[config.mk]
export PLATFORM = sky130hd
export DESIGN_NAME = inst_encoder
export DESIGN_NICKNAME = d
export VERILOG_FILES = /design/src/rtl/scpu_enc_pkg.sv /design/src/rtl/inst_field_pack.sv /design/src/rtl/inst_encoder.sv
export SDC_FILE = /design/constraint.sdc
export NUM_CORES = 1
export LEC_CHECK = 0
export CAP_MARGIN = 15
export CORE_MARGIN = 8
export CORE_UTILIZATION = 40
export CTS_CLUSTER_DIAMETER = 60
export DETAILED_ROUTE_END_ITERATION = 8
export DONT_BUFFER_PORTS = 1
export PLACE_DENSITY_LB_ADDON = 0.05
export RECOVER_POWER = 25
export SLEW_MARGIN = 20
export SYNTH_ARGS = -nofsm -noshare
export SYNTH_HDL_FRONTEND = slang
export SYNTH_SLANG_ARGS = --single-unit
[constraint.sdc]
create_clock -name clk -period 4.8 [get_ports clk]
set_input_delay 0.96 -clock clk [delete_from_list [all_inputs] [get_ports clk]]
set_output_delay 0.96 -clock clk [all_outputs]
set_load 0.01 [all_outputs]
[src/rtl/scpu_enc_pkg.sv]
// Shared encoding constants and types for the SCPU instruction encoder.
// Opcode values must stay identical to those in the control decoder.
package scpu_enc_pkg;

  localparam logic [6:0] OPC_OP_IMM = 7'b0010011;
  localparam logic [6:0] OPC_LOAD   = 7'b0000011;
  localparam logic [6:0] OPC_STORE  = 7'b0100011;
  localparam logic [6:0] OPC_BRANCH = 7'b1100011;
  localparam logic [6:0] OPC_LUI    = 7'b0110111;
  localparam logic [6:0] OPC_JAL    = 7'b1101111;
  localparam logic [6:0] OPC_OP     = 7'b0110011;

  localparam logic [31:0] TERMINATOR = 32'h0000006F;  // jal x0,0

  typedef enum logic [2:0] {
    K_OP_IMM = 3'd0, K_LOAD = 3'd1, K_STORE = 3'd2, K_BRANCH = 3'd3,
    K_LUI    = 3'd4, K_JAL  = 3'd5, K_OP    = 3'd6, K_RSVD   = 3'd7
  } req_kind_e;

  typedef enum logic [2:0] {
    S_IDLE, S_WRITE, S_FULL, S_TERM, S_DONE
  } enc_state_e;

  // True when v is representable as an n-bit two's complement value.
  function automatic logic fits_signed(input logic [31:0] v, input int unsigned n);
    logic [31:0] hi;
    hi = $unsigned($signed(v) >>> (n - 1));
    return (hi == '0) || (hi == '1);
  endfunction

endpackage

[src/rtl/inst_field_pack.sv]
// Combinational RV32I field packer: (kind, fields, imm) -> {word, illegal}.
module inst_field_pack
  import scpu_enc_pkg::*;
(
  input  logic [2:0]  kind_i,
  input  logic [2:0]  funct3_i,
  input  logic        funct7_5_i,
  input  logic [4:0]  rd_i,
  input  logic [4:0]  rs1_i,
  input  logic [4:0]  rs2_i,
  input  logic [31:0] imm_i,
  output logic [31:0] word_o,
  output logic        illegal_o
);

  req_kind_e  kind;
  logic [6:0] f7;

  assign kind = req_kind_e'(kind_i);

  always_comb begin
    word_o    = '0;
    illegal_o = 1'b0;
    f7        = imm_i[11:5];
    case (kind)
      K_OP_IMM: begin
        // Shift immediates carry funct7 in imm[11:5].
        if (funct3_i == 3'b001)      f7 = 7'b0;
        else if (funct3_i == 3'b101) f7 = {1'b0, funct7_5_i, 5'b0};
        word_o    = {f7, imm_i[4:0], rs1_i, funct3_i, rd_i, OPC_OP_IMM};
        illegal_o = !fits_signed(imm_i, 12);
      end
      K_LOAD: begin
        word_o    = {imm_i[11:0], rs1_i, 3'b010, rd_i, OPC_LOAD};
        illegal_o = !fits_signed(imm_i, 12);
      end
      K_STORE: begin
        word_o    = {imm_i[11:5], rs2_i, rs1_i, 3'b010, imm_i[4:0], OPC_STORE};
        illegal_o = !fits_signed(imm_i, 12);
      end
      K_BRANCH: begin
        word_o    = {imm_i[12], imm_i[10:5], rs2_i, rs1_i, funct3_i,
                     imm_i[4:1], imm_i[11], OPC_BRANCH};
        illegal_o = (funct3_i[2:1] != 2'b00) || imm_i[0] || !fits_signed(imm_i, 13);
      end
      K_LUI: begin
        word_o    = {imm_i[31:12], rd_i, OPC_LUI};
      end
      K_JAL: begin
        word_o    = {imm_i[20], imm_i[10:1], imm_i[11], imm_i[19:12], rd_i, OPC_JAL};
        illegal_o = imm_i[0] || !fits_signed(imm_i, 21);
      end
      K_OP: begin
        word_o    = {1'b0, funct7_5_i, 5'b0, rs2_i, rs1_i, funct3_i, rd_i, OPC_OP};
      end
      default: illegal_o = 1'b1;
    endcase
  end

endmodule

[src/rtl/inst_encoder.sv]
// Instruction encoder: accepts field-level requests and writes packed RV32I
// words into instruction memory at an auto-incrementing word address.
module inst_encoder
  import scpu_enc_pkg::*;
#(
  parameter int ADDR_W = 8
) (
  input  logic              clk,
  input  logic              rst_n,
  input  logic              req_valid,
  output logic              req_ready,
  input  logic [2:0]        req_kind,
  input  logic [2:0]        req_funct3,
  input  logic              req_funct7_5,
  input  logic [4:0]        req_rd,
  input  logic [4:0]        req_rs1,
  input  logic [4:0]        req_rs2,
  input  logic [31:0]       req_imm,
  input  logic              seal,
  output logic              imem_we,
  output logic [ADDR_W-1:0] imem_addr,
  output logic [31:0]       imem_wdata,
  output logic [ADDR_W:0]   count,
  output logic              full,
  output logic              err,
  output logic              done
);

  localparam logic [ADDR_W:0] CAP = {1'b1, {ADDR_W{1'b0}}};

  enc_state_e        state_q;
  logic              ready_q, we_q, full_q, err_q, done_q;
  logic [ADDR_W-1:0] addr_q;
  logic [31:0]       wdata_q;
  logic [ADDR_W:0]   count_q, count_d;
  logic [ADDR_W-1:0] wr_ptr;
  logic [31:0]       pk_word;
  logic              pk_illegal;

  inst_field_pack u_pack (
    .kind_i     (req_kind),
    .funct3_i   (req_funct3),
    .funct7_5_i (req_funct7_5),
    .rd_i       (req_rd),
    .rs1_i      (req_rs1),
    .rs2_i      (req_rs2),
    .imm_i      (req_imm),
    .word_o     (pk_word),
    .illegal_o  (pk_illegal)
  );

  // Every write bumps both together, so the pointer is the count's low bits.
  assign wr_ptr  = count_q[ADDR_W-1:0];
  assign count_d = count_q + {{ADDR_W{1'b0}}, 1'b1};

  always_ff @(posedge clk or negedge rst_n) begin
    if (!rst_n) begin
      state_q <= S_IDLE;
      ready_q <= 1'b0;
      we_q    <= 1'b0;
      addr_q  <= '0;
      wdata_q <= '0;
      count_q <= '0;
      full_q  <= 1'b0;
      err_q   <= 1'b0;
      done_q  <= 1'b0;
    end else begin
      case (state_q)
        S_IDLE: begin
          if (req_valid && ready_q) begin
            state_q <= S_WRITE;
            ready_q <= 1'b0;
            we_q    <= !pk_illegal;
            addr_q  <= wr_ptr;
            if (!pk_illegal) wdata_q <= pk_word;
          end else if (seal) begin
            state_q <= S_TERM;
            ready_q <= 1'b0;
            we_q    <= 1'b1;
            addr_q  <= wr_ptr;
            wdata_q <= TERMINATOR;
          end else begin
            ready_q <= 1'b1;
          end
        end
        S_WRITE: begin
          // we_q doubles as the "request was legal" marker for this cycle.
          we_q <= 1'b0;
          if (we_q) begin
            count_q <= count_d;
            full_q  <= (count_d == CAP);
          end else begin
            err_q <= 1'b1;
          end
          if (we_q && count_d == CAP) begin
            state_q <= S_FULL;
          end else begin
            state_q <= S_IDLE;
            ready_q <= 1'b1;
          end
        end
        S_FULL: begin
          if (seal) begin
            state_q <= S_DONE;
            done_q  <= 1'b1;
          end
        end
        S_TERM: begin
          we_q    <= 1'b0;
          count_q <= count_d;
          full_q  <= (count_d == CAP);
          done_q  <= 1'b1;
          state_q <= S_DONE;
        end
        S_DONE: ;
        default: state_q <= S_IDLE;
      endcase
    end
  end

  assign req_ready  = ready_q;
  assign imem_we    = we_q;
  assign imem_addr  = addr_q;
  assign imem_wdata = wdata_q;
  assign count      = count_q;
  assign full       = full_q;
  assign err        = err_q;
  assign done       = done_q;

endmodule

# Word-level counts from Yosys, hierarchy flattened
# Cells that the tools add are included.
word_totals:
  in_bits: 58
  out_inout_bits: 54
  ff_bits: 57
classes:
  bitwise_logic: 2
  eq_ne: 21
  reduce_logical: 34
  add_sub_neg: 1
  muxes: 26
ops:
  columns: ["op", "n"]
  rows:
  - ["$pmux 32 s7", 1]
  - ["$eq 32x32->1 const B", 3]
  - ["$logic_not 32->1", 3]
  - ["$mux 32", 3]
  - ["$pmux 9 s2", 1]
  - ["$mux 8", 2]
  - ["$eq 3x3->1 const B", 5]
  - ["$pmux 3 s5", 1]
  - ["$mux 7", 2]
  - ["$eq 3x2->1 const B", 4]
  - ["$reduce_and 2->1", 6]
  - ["$reduce_bool 2->1", 6]
  - ["$add 9x1->9 const B", 1]
  - ["$eq 3x1->1 const B", 3]
  - ["$eq 9x9->1 const B", 1]
  - ["$mux 3", 3]
  - ["$mux 9", 1]
  - ["$ne 2x2->1 const B", 4]
  - ["$pmux 1 s2", 4]
  - ["$logic_not 3->1", 2]
  - ["$logic_or 1x1->1", 6]
  - ["$mux 1", 6]
  - ["$reduce_and 3->1", 2]
  - ["$logic_not 1->1", 4]
  - ["7 further kinds", 10]

# Logic depth before layout (Yosys ltp)
depth:
  ltp_word: 8
  depth_mapped: 10
  ltp_nobuf: 7

# By module
# A second synthesis with hierarchy kept.
unflattened:
  cells_unflattened: 310
  area_unflattened_um2: 3321.9
modules_own_cells:
  columns: ["module", "area_per_inst_um2", "cells_each", "instances", "seq_area_each_um2"]
  rows:
  - ["inst_encoder", 2585.0, 207, 1, 1426.4]
  - ["inst_field_pack", 737.0, 103, 1, 0.0]

# Least setup slack after synthesis
# OpenSTA, ideal clock, no wires.
synth_path:
  path_type: "in2reg"
  startpoint: "in req_imm[15]"
  endpoint: "reg wdata_q[13], in the netlist imem_wdata[13]"
  arrival_ns: 2.464
  cell_stages: 8
  path_buffers: 2
  path_slack_ns: 2.213
  t_required_ns: 4.677
  path_cell_list: "or4_1 > nor2_1 > nand2_1 > o211ai_2 > o211ai_4 > buf_6 > buf_6 > o2bb2ai_1"
synth_between:
  elab_chain_cells: 7
synth_lines:
  columns: ["element", "line", "text"]
  rows:
  - ["start, declared", "inst_encoder.sv:18", "input logic [31:0] req_imm,"]
  - ["$eq 32x32->1 or $logic_not 32->1 (tied branches)", "scpu_enc_pkg.sv:28", "return (hi == '0) || (hi == '1);"]
  - ["$logic_or 1x1->1", "scpu_enc_pkg.sv:28", null]
  - ["$logic_not 1->1", "inst_field_pack.sv:44", "illegal_o = (funct3_i[2:1] != 2'b00) || imm_i[0] || !fits_signed(imm_i, 13);"]
  - ["$logic_or 1x1->1", "inst_field_pack.sv:44", null]
  - ["$pmux 1 s4 *", "inst_field_pack.sv:25", "case (kind)"]
  - ["$ne 2x2->1 (no line) *", null, null]
  - ["$reduce_and 3->1 (no line) *", null, null]
  - ["end signal, assigned", "inst_encoder.sv:75", "if (!pk_illegal) wdata_q <= pk_word;"]
  - ["end, declared", "inst_encoder.sv:34", "logic [31:0] wdata_q;"]
# Every way passes the cells marked *; elsewhere a longest branch is shown, timed or not.
# A chain may end at the register's enable or synchronous reset.

# Worst setup path in the final report
layout_path:
  startpoint: "in req_kind[2]"
  endpoint: "reg wdata_q[21], in the netlist imem_wdata[21]"
layout_between:
  elab_chain_cells: 5
layout_lines:
  columns: ["element", "line", "text"]
  rows:
  - ["start, declared", "inst_encoder.sv:12", "input logic [2:0] req_kind,"]
  - ["$eq 3x1->1 (tied with other cells)", "inst_field_pack.sv:25", null]
  - ["$reduce_or 3->1 (no line) or $reduce_or 2->1 (tied branches)", null, null]
  - ["$pmux 1 s4", "inst_field_pack.sv:25", null]
  - ["$ne 2x2->1 (no line)", null, null]
  - ["$reduce_and 3->1 (no line)", null, null]
# Several ways; a longest one is shown, not always the timed one. The select of a mux whose other input is x is not followed.

==> qor.csv <==
stage;metric;value;unit
outcome;status;complete, no violations;
sta;slew_headroom;52.0;%
synth;ys.flop_type;dfrtp_1;
global_routing;grt_pass1_vias;2516;
worst_setup_path;endpoint_kind;register;
synth;synth.cell_area;3040;um^2
cts;clock_path_buffers;2;
synth;postSynthAreaPerCell;9.57;um^2
layout;layout_commonest_cell;nand2_1;
worst_setup_path;crit_path_top_delay_cell;o211ai_4;
cts;ctsHtreeMaxLevel;2;
layout;diodes;0;
cts;cts_hold_buf;0;
floorplan;ios;112;
sta;period_minus_slack;2.95;ns
pwr;p_clk_share;18.0;%
sta;setup_violations;0;
layout;nFillCells;770;
worst_setup_path;crit_required;5.00;ns
floorplan;num_rows;32;
placement;place.gp.congestion;0.772;
pwr;p_seq_share;55.6;%
synth;synth_edf_count;0;
sta;clock.fmax;339;MHz
layout;final_cell_mix;nand2_1, dfrtp_1, nor2_1, a21oi_1, o2bb2ai_1;
placement;place_hpwl;6740;um
sta;post-route-period-util;61.5;%
drt;drt_iter0_markers;70;
pwr;intPower;0.894;mW
floorplan;core;7570;um^2
worst_setup_path;cp_cell_sequence;nor2b_1, o21ai_0, a21oi_1, o211ai_2, o211ai_4, mux2_2;
sta;rsz0062_at_grt;false;
synth;ys_warn_count;0;
global_routing;grt_start_max_net_pins;57;
synth;synthArstFlopShare;100;%
sta;tns;0;ns
synth;ys_ff_latch;56;
sta;skew;0.00939;ns
layout;nets;369;
worst_setup_path;critPathKind;in -> reg;
pwr;p_sw;0.607;mW
layout;area_growth;4.48;%
pwr;ir_worst_vdd;0.000201;V
floorplan;die_width;103;um
synth;synth_cells;318;
synth;synth.area.top_cells;dfrtp_1, nand2_1, mux2i_1;
sta;setup_ws;1.85;ns
layout;layout-drive-gt1-share;8.36;%
worst_setup_path;path_delay_family;compound AO/OA/AOI/OAI gates;
synth;ys_types;55;
pwr;combPwrFrac;26.4;%
placement;dpl_cell_area;3090;um^2
worst_setup_path;critPathMaxFanout;24;
layout;instances_no_fill;413;
pwr;power.density;472;nW/um^2
sta;worstMarginPinSlew;0.716;ns
layout;design_area;3180;um^2
pwr;leakagePower;1.40;nW
drt;route.detailed.drc;0;
drt;vias;2456;
synth;yosysTopAreaCellShare;46.1;%
drt;dr.pass1.iters;5;
cts;cts-root-buf;clkbuf_8;
drt;ant_nets;0;
global_routing;track_usage;17.4;%
cts;insertion_delay;0.31;ns
drt;drt_wl_total;8980;um
flow_run;cap_violations;0;
floorplan;initial_core_util;40.2;%
placement;dp_cells;405;
global_routing;antenna_found_initial;0;
cts;clock-sinks;56;
synth;synth_nets;377;
cts;cts_resized;0;
drt;viasPerCell;5.95;
worst_setup_path;cpPeakStageDelay;0.62;ns
placement;dp_slack;1.50;ns
global_routing;grt_pass1_wl;14200;um
synth;synth_area_leader_cell;dfrtp_1;
pwr;p_sw_share;40.4;%
floorplan;dieArea;10700;um^2
worst_setup_path;cp-start-kind;input pin;
placement;io_buffers;0;
cts;cts_made_buffers;5;
worst_setup_path;path_buf_inv;0;
cts;cts_tree;done;
synth;yosysSeqAreaShare;46.1;%
global_routing;grt_overflow_total;0;
cts;post-cts-setup-buffers;0;
floorplan;die_h;103;um
min_path;hold_path_class;in -> async;
drt;avgRoutedWirePerCell;21.8;um
cts;clkSlewWorstSetupHoldPaths;0.11;ns
pwr;total_power;1.50;mW
sta;slew_viol_final;0;
sta;finalHoldViolations;0;
worst_setup_path;worstPathArrival;3.15;ns
[layout make-up]
class / instances / area [um^2] / area share, %
timing repair buffer: 1 / 7.51 / 0.236
multi-input combinational: 236 / 1520 / 47.8
inverter: 10 / 37.5 / 1.18
tap: 102 / 128 / 4.01
clock inverter: 2 / 13.8 / 0.433
clock buffer: 6 / 72.6 / 2.28
sequential: 56 / 1400 / 44.1
[cell usage after synthesis, drive strengths merged, types with 4 or more instances]
| cell type | n |
|---|---|
| a2bb2oi | 6 |
| clkbuf | 7 |
| nor2 | 22 |
| dfrtp | 56 |
| nand3 | 6 |
| mux2i | 11 |
| a22o | 9 |
| buf | 9 |
| nor2b | 4 |
| o21ai | 9 |
| and3 | 4 |
| o2bb2ai | 12 |
| mux2 | 7 |
| nand4 | 9 |
| inv | 10 |
| o221ai | 6 |
| nand2 | 60 |
| a21oi | 13 |
| xnor2 | 7 |
| a22oi | 11 |
[flip-flops by register name, indices dropped and copies added, names as in the netlist]
signal / cells
req_ready: 1
err: 1
imem_we: 1
done: 1
imem_wdata: 31
state_q: 3
full: 1
count: 9
imem_addr: 8
[worst register-to-register path: cells and delay by family (launching register included)]
family / cells / cell delay, ns
buf+inv: 1 / 0.30
flops: 1 / 0.49
compound gates: 3 / 0.60
simple gates: 3 / 1.11
[cells by family after synthesis]
family                     count (synthesis)  share of synthesized area [%]
and+or+nand+nor                          128                           20.3
AOI/OAI and AO/OA                         81                           20.7
DFF                                       56                           46.1
buffers and inverters                     26                           4.03
muxes                                     18                           6.21
xor gates and xnor gates                   8                           2.30
adders and majority gates                  1                          0.411
[through the flow]
stage / hold WS, ns / util, %
2_1_floorplan: 0.512 / -
3_3_place_gp: 0.540 / 40.9
3_5_place_dp: 0.542 / 40.9
4_1_cts: 0.312 / 42.0
5_1_grt: 0.307 / 42.0
6_report: 0.320 / 42.0
[power groups by stage]
stage / logic (mW) / clock network [mW] / registers [mW]
floorplan: 0.351 / 0 / 0.790
global placement: 0.397 / 0 / 0.854
detailed placement: 0.402 / 0 / 0.853
CTS: 0.405 / 0.285 / 0.844
global route: 0.454 / 0.298 / 0.868
finish: 0.396 / 0.270 / 0.835
[path summary, 6_finish.rpt]
check	start	end	slack, ns	cells after the start
min in group clk	err	err	0.56	1
max in group asynchronous	rst_n	count[6]	4.37	0
setup / recovery	req_kind[2]	imem_wdata[21]	1.85	6
hold reg to reg	err	err	0.56	1
hold / removal	rst_n	imem_wdata[14]	0.32	0
setup reg to reg	req_ready	imem_wdata[2]	2.17	7
[metal layers]
metal,vias to the layer above,GRT usage (%),part of all wire (%)
met1,1197,22.9,43
li1,1150,-,-
met4,0,3.78,1.0
met2,99,25.8,43
met5,-,0,0
met3,10,7.70,13
Power figures use the tool's default switching activity.
